[src/rtl/sc_io_pkg.sv]
// Shared constants for the single-cycle CPU memory-mapped I/O responder:
// window select bit, register-index field and per-register word indices.
package sc_io_pkg;

    // Address bit that routes a data-bus access into the I/O window.
    localparam int IO_SEL_BIT = 7;

    // Register index field inside the I/O window (word granular).
    localparam int IDX_MSB = 6;
    localparam int IDX_LSB = 2;
    localparam int IDX_W   = IDX_MSB - IDX_LSB + 1;

    typedef logic [IDX_W-1:0] reg_idx_t;

    // Word indices of the mapped registers (byte offset 0x80 + 4*index).
    localparam reg_idx_t IO_SW    = 5'd0;  // 0x80 switches, read-only
    localparam reg_idx_t IO_KEY   = 5'd1;  // 0x84 keys (1 = pressed), read-only
    localparam reg_idx_t IO_KEVT  = 5'd2;  // 0x88 sticky key-press flags, write-1-to-clear
    localparam reg_idx_t IO_LED   = 5'd3;  // 0x8C LED register
    localparam reg_idx_t IO_HEX   = 5'd4;  // 0x90 hex display value
    localparam reg_idx_t IO_TIMER = 5'd5;  // 0x94 free-running timer
    localparam reg_idx_t IO_TCMP  = 5'd6;  // 0x98 timer compare value
    localparam reg_idx_t IO_STAT  = 5'd7;  // 0x9C status, bit0 = timer match, write-1-to-clear

    // Extract the register index from a CPU byte address.
    function automatic reg_idx_t reg_idx(input logic [31:0] addr);
        return addr[IDX_MSB:IDX_LSB];
    endfunction

endpackage

[src/rtl/sc_sync_ff.sv]
// N-stage multi-bit synchronizer for slow asynchronous inputs (switches, keys).
// No debounce; the output follows the input N rising edges later.
module sc_sync_ff #(
    parameter int             W       = 1,
    parameter int             N       = 2,
    parameter logic [W-1:0]   RST_VAL = '0
) (
    input  logic         clock,
    input  logic         reset,
    input  logic [W-1:0] d,
    output logic [W-1:0] q
);

    logic [W-1:0] stage [N];

    // Shift the raw input through the chain; reset loads the idle value everywhere.
    always_ff @(posedge clock) begin
        if (reset) begin
            for (int i = 0; i < N; i++) begin
                stage[i] <= RST_VAL;
            end
        end else begin
            stage[0] <= d;
            for (int i = 1; i < N; i++) begin
                stage[i] <= stage[i-1];
            end
        end
    end

    assign q = stage[N-1];

endmodule

[src/rtl/sc_io_port.sv]
// Memory-mapped I/O responder on the single-cycle CPU data bus. Owns LEDs,
// the hex display value, synchronized switches/keys, sticky key-press flags
// and a prescaled timer with a sticky compare-match status bit. Reads are
// combinational so a load completes in the same cycle as its address.
module sc_io_port
    import sc_io_pkg::*;
#(
    parameter int SW_W     = 10,
    parameter int KEY_W    = 4,
    parameter int HEX_W    = 24,
    parameter int SYNC_N   = 2,
    parameter int PRESCALE = 1
) (
    input  logic              clock,
    input  logic              reset,
    input  logic [31:0]       addr,
    input  logic [31:0]       wdata,
    input  logic              wmem,
    output logic              io_sel,
    output logic [31:0]       rdata,
    input  logic [SW_W-1:0]   sw_in,
    input  logic [KEY_W-1:0]  key_n,
    output logic [SW_W-1:0]   led,
    output logic [HEX_W-1:0]  hex
);

    localparam int PCNT_W = (PRESCALE > 1) ? $clog2(PRESCALE) : 1;
    localparam logic [PCNT_W-1:0] PCNT_LAST = PCNT_W'(PRESCALE - 1);

    // ---------------- decode ----------------
    reg_idx_t idx;
    logic     wr_en;
    logic     wr_kevt, wr_led, wr_hex, wr_timer, wr_tcmp, wr_stat;

    assign io_sel   = addr[IO_SEL_BIT];
    assign idx      = reg_idx(addr);
    assign wr_en    = wmem & io_sel;
    assign wr_kevt  = wr_en && (idx == IO_KEVT);
    assign wr_led   = wr_en && (idx == IO_LED);
    assign wr_hex   = wr_en && (idx == IO_HEX);
    assign wr_timer = wr_en && (idx == IO_TIMER);
    assign wr_tcmp  = wr_en && (idx == IO_TCMP);
    assign wr_stat  = wr_en && (idx == IO_STAT);

    // Byte-lane bits and the address bits above the window are not decoded.
    logic unused_addr_bits;
    assign unused_addr_bits = ^{addr[31:IO_SEL_BIT+1], addr[IDX_LSB-1:0]};

    // ---------------- input synchronizers ----------------
    logic [SW_W-1:0]  sw_sync;
    logic [KEY_W-1:0] key_sync_n;
    logic [KEY_W-1:0] pressed;

    sc_sync_ff #(
        .W       (SW_W),
        .N       (SYNC_N),
        .RST_VAL ('0)
    ) u_sw_sync (
        .clock (clock),
        .reset (reset),
        .d     (sw_in),
        .q     (sw_sync)
    );

    // Keys idle high, so the key chain resets to all ones (nothing pressed).
    sc_sync_ff #(
        .W       (KEY_W),
        .N       (SYNC_N),
        .RST_VAL ({KEY_W{1'b1}})
    ) u_key_sync (
        .clock (clock),
        .reset (reset),
        .d     (key_n),
        .q     (key_sync_n)
    );

    assign pressed = ~key_sync_n;

    // ---------------- key-press event flags ----------------
    logic [KEY_W-1:0] prev_pressed;
    logic [KEY_W-1:0] kevt;
    logic [KEY_W-1:0] kevt_set;
    logic [KEY_W-1:0] kevt_clr;

    assign kevt_set = pressed & ~prev_pressed;
    assign kevt_clr = wr_kevt ? wdata[KEY_W-1:0] : '0;

    // Rising edge of a synchronized press sets a sticky flag; a same-cycle clear loses to the set.
    always_ff @(posedge clock) begin
        if (reset) begin
            prev_pressed <= '0;
            kevt         <= '0;
        end else begin
            prev_pressed <= pressed;
            kevt         <= (kevt & ~kevt_clr) | kevt_set;
        end
    end

    // ---------------- LED / HEX registers ----------------
    // Software-written output registers; only the implemented low bits are stored.
    always_ff @(posedge clock) begin
        if (reset) begin
            led <= '0;
            hex <= '0;
        end else begin
            if (wr_led) led <= wdata[SW_W-1:0];
            if (wr_hex) hex <= wdata[HEX_W-1:0];
        end
    end

    // ---------------- timer ----------------
    logic [PCNT_W-1:0] pcnt;
    logic [31:0]       timer;
    logic [31:0]       tcmp;
    logic              tick;
    logic              timer_inc;
    logic              match_set;
    logic              stat_match;

    assign tick      = (pcnt == PCNT_LAST);
    // A software load of the timer takes priority over the prescaled increment.
    assign timer_inc = tick & ~wr_timer;
    // Compare the pre-increment value so the match marks the step from TCMP to TCMP+1.
    assign match_set = timer_inc && (timer == tcmp);

    // Prescale counter and timer; a timer write reloads both.
    always_ff @(posedge clock) begin
        if (reset) begin
            pcnt  <= '0;
            timer <= '0;
        end else if (wr_timer) begin
            pcnt  <= '0;
            timer <= wdata;
        end else if (tick) begin
            pcnt  <= '0;
            timer <= timer + 32'd1;
        end else begin
            pcnt  <= pcnt + PCNT_W'(1);
        end
    end

    // Compare register and sticky match status; a same-cycle clear loses to the set.
    always_ff @(posedge clock) begin
        if (reset) begin
            tcmp       <= '0;
            stat_match <= 1'b0;
        end else begin
            if (wr_tcmp) tcmp <= wdata;
            stat_match <= (stat_match & ~(wr_stat & wdata[0])) | match_set;
        end
    end

    // ---------------- read mux ----------------
    // Same-cycle read data; unmapped indices and accesses outside the window return zero.
    always_comb begin
        rdata = '0;
        if (io_sel) begin
            case (idx)
                IO_SW:    rdata = 32'(sw_sync);
                IO_KEY:   rdata = 32'(pressed);
                IO_KEVT:  rdata = 32'(kevt);
                IO_LED:   rdata = 32'(led);
                IO_HEX:   rdata = 32'(hex);
                IO_TIMER: rdata = timer;
                IO_TCMP:  rdata = tcmp;
                IO_STAT:  rdata = {31'd0, stat_match};
                default:  rdata = '0;
            endcase
        end
    end

endmodule

[config.mk]
export PLATFORM = sky130hd
export DESIGN_NAME = sc_io_port
export DESIGN_NICKNAME = d
export VERILOG_FILES = /design/src/rtl/sc_io_pkg.sv /design/src/rtl/sc_sync_ff.sv /design/src/rtl/sc_io_port.sv
export SDC_FILE = /design/constraint.sdc
export NUM_CORES = 1
export LEC_CHECK = 0
export ABC_AREA = 1
export CAP_MARGIN = 40
export CORE_AREA = 10 10 128 130
export DETAILED_ROUTE_END_ITERATION = 6
export DIE_AREA = 0 0 138 140
export PLACE_DENSITY = 0.79
export SLEW_MARGIN = 20
export SYNTH_ARGS = -nofsm -noshare
export SYNTH_HDL_FRONTEND = slang
export SYNTH_SLANG_ARGS = --single-unit
[constraint.sdc]
create_clock -name clock -period 1.73 [get_ports clock]
set_input_delay 0.346 -clock clock [delete_from_list [all_inputs] [get_ports clock]]
set_output_delay 0.346 -clock clock [all_outputs]
set_load 0.02 [all_outputs]
==> run summary, run 1 <==
status - finished with violations
failing checks - negative setup slack
Hold Crit Depth - 2
Pwr Density - 732 mW/mm^2
Startpoint Class - primary input
setup violators final - 32
First-pass DRT Iterations - 5
# hold bufs at CTS - 0
Min-Delay Path Class - in2reg
HPWL Detailed - 16,700 um
H-tree levels - 4
worst vdd ir - 0.842 mV
WP data arrival - 1650 ps
Critical Path RT - 1380 ps
Rows - 43
Syn Std Cell Area - 0.00690 mm^2
Iteration-0 DRC Markers - 685
synth top area cells - dfxtp_1, nand2_1, nor2_1
Netlist cell types - 36
most frequent cells in the layout - nand2_1, nor2_1, dfxtp_1
clk slew on worst S/H paths - 70 ps
Final Hold Fails - 0
Max Cap Viol - 0
vias in the first global route - 7,616
Hold WS - 249 ps
Mapped Avg Cell Area - 6.65 um^2
first-pass GRT wire length - 39,100 um
flip-flop and latch area - 0.00272 mm^2
Tmin final - 1990 ps
footprint of the multi-input gates - 0.00388 mm^2
RSZ-0062 raised after global routing - yes
CTS Root Cell - clkbuf_16
Initial Util - 50.1%
Setup Crit Path Kind - in2out
Final nets - 1,336
initial antenna violation count - 1
share of the yosys chip area belonging to registers - 39.5%
DRC viols - 0
synth warn - 0
sequential power share - 42.9%
CORE AREA - 0.0138 mm^2
IO Port Bufs - 121
maximum clock frequency - 502 MHz
clk buf depth - 2
routed length per placed instance - 17.9 um
static leakage - 4.56 nW
I/O pin count - 148
Filler Cells Inserted - 1,043
Placer Congestion - 0.956
period utilisation layout - 115%
#FFs+latches synth - 136
largest net degree at the start of global routing - 75
dominant cell type by area after synthesis - dfxtp_1
FF-to-FF End - timer[18]
Die ar. - 0.0193 mm^2
Vert. Die Dim - 140 um
CTS sink cnt - 136
start point of the worst hold path - reset
GRT Overall Usage - 24.5%
switching power - 1.98 mW
reg2reg path depth - 10
DR vias/cell - 5.47
Skew-Pair Late Insertion Delay - 430 ps
total grt overflow - 0
CTS tree - done
die width - 138 um
clock buffer count from CTS - 17
via count - 7,914
Worst setup EP type - output pin
layout cell share with drive strength beyond 1 - 25.0%
DP Cell Count - 1,391
critical path peak fanout - 8
Synth Instances - 1,037
top cell type's share of synthesized area - 39.5%
Final WS setup - -263 ps
switching share of power - 26.2%
Reg-to-Reg Start - timer[1]
P&R area growth vs syn - 49.2%
clock power share - 48.9%
reg-to-reg slack, setup - 40 ps
Post-Layout Cell Count - 1,448
most common cell after layout, fill and taps aside - nand2_1
fin. max-slew vios - 0
Logic pwr share - 8.3%
hold endpoint - u_sw_sync.stage[0][12]
Mapped Nets - 1,119
Routed Antenna Nets - 0
internal power - 5.56 mW
Total Wirelength - 25,900 um
Clock Skew - 4.37 ps
==> per-layer routing <==
metal | share of wire, % | GRT usage (%)
met3 | 7.9 | 6.59
met4 | 4.1 | 12.3
met2 | 48 | 41.0
met1 | 41 | 28.4
met5 | 0 | 0
==> registers in the layout, summed over array words and instances (netlist names) <==
register / flops
hex: 24
pcnt: 1
u_key_sync.stage: 8
u_sw_sync.stage: 20
prev_pressed: 4
stat_match: 1
led: 10
timer: 32
kevt: 4
tcmp: 32
==> how the worst max path moves through the flow <==
| stage | startpoint | end | slack [ps] | cells after the start |
|---|---|---|---|---|
| after floorplan | addr[2] | rdata[26] | -60 | 7 |
| after global placement | addr[3] | rdata[7] | -1120 | 9 |
| after detailed placement | addr[5] | rdata[4] | -1160 | 8 |
| after CTS | addr[6] | rdata[21] | -220 | 8 |
| after global routing | addr[6] | rdata[18] | -320 | 10 |
| final | addr[6] | rdata[19] | -260 | 10 |
==> cell families (layout without fill, tap and decap cells) <==
group           count (synthesis)  count (layout)  synth area share [%]
compound gates                210             210                  16.5
xor+xnor                       40              40                  5.08
fa+ha+maj                       1               1                 0.181
buf+inv                       172             402                  10.1
flops                         136             136                  39.5
other cells                     1               2                0.0544
simple gates                  477             477                  28.6
==> final cells by class <==
class	count	area share [%]
Timing Repair Buffer	245	22.8
Clock inverter	14	1.53
Sequential cell	136	26.5
Inverter	123	4.80
Timing Repair inverter	2	0.158
Multi-Input combinational cell	729	37.7
Antenna cell	1	0.0243
Tap cell	180	2.19
Clock buffer	18	4.27
==> cells in the mapped netlist <==
master	instances
nand2_1	235
nor2_1	166
dfxtp_1	136
inv_1	112
o21ai_0	91
a21oi_1	74
nand3_1	33
xnor2_1	31
clkbuf_1	22
buf_2	13
a31oi_1	12
or2_2	12
o211ai_1	11
inv_2	9
o22ai_1	9
xor2_1	9
buf_4	7
nand4_1	6
nor2_2	6
and3_1	5
o221ai_1	5
a211oi_1	4
nand2_2	4
buf_1	3
clkbuf_2	3
nor2_4	3
nor3_1	3
o21ai_1	3
clkinv_1	2
nand3_2	2
and2_1	1
buf_6	1
conb_1	1
ha_1	1
nand4_4	1
o2bb2ai_1	1
==> power by group through the flow <==
stage                     registers, mW  logic [mW]  clock network (mW)
after global placement             3.29       0.529                   0
after global routing               3.23       0.660                3.81
final                              3.23       0.623                3.68
after floorplan                    3.29       0.226                   0
after CTS                          3.23       0.577                3.69
after detailed placement           3.29       0.537                   0
==> through the flow <==
step	setup WS [ps]	instance area, um^2	setup TNS (ps)	power (mW)	util, %
2_1_floorplan	-55.0	6960	-334	3.52	-
3_3_place_gp	-1120	9000	-73090	3.82	65.4
3_5_place_dp	-1160	9000	-75200	3.83	65.4
4_1_cts	-217	9950	-3870	7.49	72.3
5_1_grt	-316	10300	-8410	7.71	74.7
6_report	-263	10300	-6710	7.54	74.7
==> worst max-delay path: stages <==
cell and delay, ps:
buf_8 100, nor2_4 200, buf_6 140, nand3_4 120, buf_12 170, clkbuf_16 160
o211ai_1 170, nand2_1 80, inv_2 60, buf_6 110
==> what timing repair did <==
item,in CTS,in global routing
gates cloned,4,2
endpoints found under the setup margin,104,51
hold endpoints to repair,0,0
pin swaps,27,15
buffers inserted,11,7
resized for setup,316,64
(Power assumes the default switching activity.)
==> run 2, diff against run 1 <==
- RECOVER_POWER: not set -> 25
==> run 2 against run 1 <==
Effect of this change: the flow still finishes with violations (negative setup slack); cell area is essentially flat; wire length shrank 0.36%; global-route usage is the same; first-iteration DRC count shrank 3.5%; sequential share of layout area is essentially flat; die area is the same; maximum frequency is essentially flat; combinational power shrank 0.8%; register-to-register slack is essentially flat; flip-flop and latch count is the same; non-clock buffer count is the same; via count shrank 0.27%.
==> run summary, run 2 (same netlist as run 1, synthesis figures left out) <==
CTS sink cnt - 136 (unchanged)
DR vias/cell - 5.45 (-0.27%)
CTS Root Cell - clkbuf_16
CTS tree - done
clk slew on worst S/H paths - 70 ps (about the same)
GRT Overall Usage - 24.5% (unchanged)
Most Crowded Layer GR - met2
Post-Layout Cell Count - 1,448 (unchanged)
routed length per placed instance - 17.8 um (-0.36%)
DRC viols - 0 (unchanged)
crit-path most repeated cell - buf_6
layout cell share with drive strength beyond 1 - 24.9% (-0.16 points)
Placer Congestion - 0.956 (unchanged)
CORE AREA - 0.0138 mm^2 (unchanged)
initial antenna violation count - 1 (unchanged)
WP data arrival - 1650 ps (about the same)
clk buf depth - 2 (unchanged)
Startpoint Class - primary input
total power - 7.53 mW (about the same)
CP cell instances - buf_8 -> nor2_4 -> buf_6 -> nand3_4 -> buf_12 -> clkbuf_16 -> o211ai_1 -> nand2_1 -> inv_2 -> buf_6
start point of the worst hold path - reset
met2 GRT Util - 41.0% (unchanged)
Worst setup EP type - output pin
slowest stage delay, CP - 200 ps (about the same)
Critical Path RT - 1380 ps (about the same)
First-pass DRT Iterations - 5 (unchanged)
maximum clock frequency - 502 MHz (about the same)
met3 Usage GRT - 6.59% (unchanged)
total grt overflow - 0 (unchanged)
Total Wirelength - 25,800 um (-0.36%)
Hold WS - 365 ps (+115 ps)
period utilisation layout - 115% (about the same)
Reg-to-Reg Start - timer[1]
critical path peak fanout - 8 (unchanged)
IO Port Bufs - 121 (unchanged)
Final nets - 1,336 (unchanged)
CP top delay family - buffers and inverters
status - finished with violations
Setup Crit Path Kind - in2out
setup violators final - 32 (unchanged)
HPWL Detailed - 16,700 um (unchanged)
most frequent cells in the layout - nand2_1, nor2_1, dfxtp_1
P&R area growth vs syn - 49.1% (about the same)
M1 GR Usage - 28.4% (unchanged)
FF-to-FF End - timer[18]
largest net degree at the start of global routing - 75 (unchanged)
Rows - 43 (unchanged)
reg2reg path depth - 10 (unchanged)
Least-Margin Pin Slew - 826 ps
Final Hold Fails - 0 (unchanged)
failing checks - negative setup slack
slowest stage cell, crit path - nor2_4
Skew-Pair Late Insertion Delay - 430 ps (about the same)
DP Cell Count - 1,391 (unchanged)
vias in the first global route - 7,616 (unchanged)
most common cell after layout, fill and taps aside - nand2_1
# hold bufs at CTS - 0 (unchanged)
Min-Delay Path Class - in2reg
TNS Setup - -6700 ps (+12.0 ps)
RSZ-0062 raised after global routing - yes
static leakage - 4.55 nW (-0.13%)
Routed Antenna Nets - 0 (unchanged)
Iteration-0 DRC Markers - 661 (-3.5%)
Pwr Density - 732 mW/mm^2 (about the same)
final core occ - 74.7% (about the same)
worst vdd ir - 0.843 mV (+0.10%)
fin. max-slew vios - 0 (unchanged)
Hold Crit Depth - 2 (unchanged)
I/O pin count - 148 (unchanged)
clock buffer count from CTS - 17 (unchanged)
Max Cap Viol - 0 (unchanged)
first-pass GRT wire length - 39,100 um (unchanged)
Clock Skew - 3.98 ps (-0.390 ps)
Slew HR - 45.0%
Final WS setup - -262 ps (+1.68 ps)
critical path buffer and inverter count - 6 (unchanged)
die width - 138 um (unchanged)
via count - 7,893 (-0.27%)
Die ar. - 0.0193 mm^2 (unchanged)
H-tree levels - 4 (unchanged)
hold endpoint - u_sw_sync.stage[0][12]
Vert. Die Dim - 140 um (unchanged)
Initial Util - 50.1% (unchanged)
largest registers - tcmp x32, timer x32, hex x24
Tmin final - 1990 ps (-1.68 ps)
reg-to-reg slack, setup - 30 ps (about the same)
run 2: cell types whose count changed in the layout (fill, tap and decap cells not counted), sizes merged:
| cell | previous run | this run |
|---|---|---|
| clkbuf | 20 | 23 |
| buf | 160 | 157 |
| clkdlybuf4s50 | 47 | 43 |
| dlygate4sd3 | 0 | 4 |
run 2: final cells by class:
class	instances	area, um^2
multi-input cells	729	3880
fillers	1047	3490
flip-flops and latches	136	2720
repair buffers	245	2340
inverters	123	494
clock buffers	18	439
well taps	180	225
clock inverters	14	158
repair inverters	2	16.3
diodes	1	2.50
run 2: worst max-delay path by stage:
stage	start	to	slack, ps	cells past startpoint
2_1_floorplan	addr[2]	rdata[26]	-60	7
3_5_place_dp	addr[5]	rdata[4]	-1160	8
3_3_place_gp	addr[3]	rdata[7]	-1120	9
6_report	addr[6]	rdata[19]	-260	10
4_1_cts	addr[6]	rdata[21]	-220	8
5_1_grt	addr[6]	rdata[18]	-320	10
run 2: timing repair:
item	4_1_cts	5_1_grt
pin swaps	27	15
endpoints found under the setup margin	104	51
gates cloned	4	2
buffers inserted	11	7
gates resized for setup	316	64
run 2: routing by layer:
layer	part of all wire, %	wire, um
met5	0	0
met3	7.9	2020
met4	4.2	1080
met1	40	10300
met2	48	12300
run 2: per-stage QoR:
stage | setup slack, ps | instance area, um^2
final | -262 | 10300
after global routing | -316 | 10300
after CTS | -217 | 9950
after detailed placement | -1160 | 9000
after global placement | -1120 | 9000
after floorplan | -55.0 | 6960
run 2: worst reg2reg max path: stages (launching register included):
cell and delay, ps:
dfxtp_1 350, ha_1 190, inv_1 70, nor2_4 130, nand2_2 90, buf_4 150
nor2_4 160, inv_1 100, o21ai_0 150, nand3_1 80, a21oi_1 130
run 2: power by group:
group / leakage [nW] / total (mW) / switching, mW / internal (mW)
sequential: 1.10 / 3.23 / 0.0376 / 3.19
clock: 0.285 / 3.68 / 1.60 / 2.08
combinational: 3.16 / 0.618 / 0.340 / 0.278
==> run 3, diff against run 2 <==
- CAP_MARGIN: 40 -> 30
==> results of run 3 <==
Final layout, timing and power as in run 2 (identical DEF).
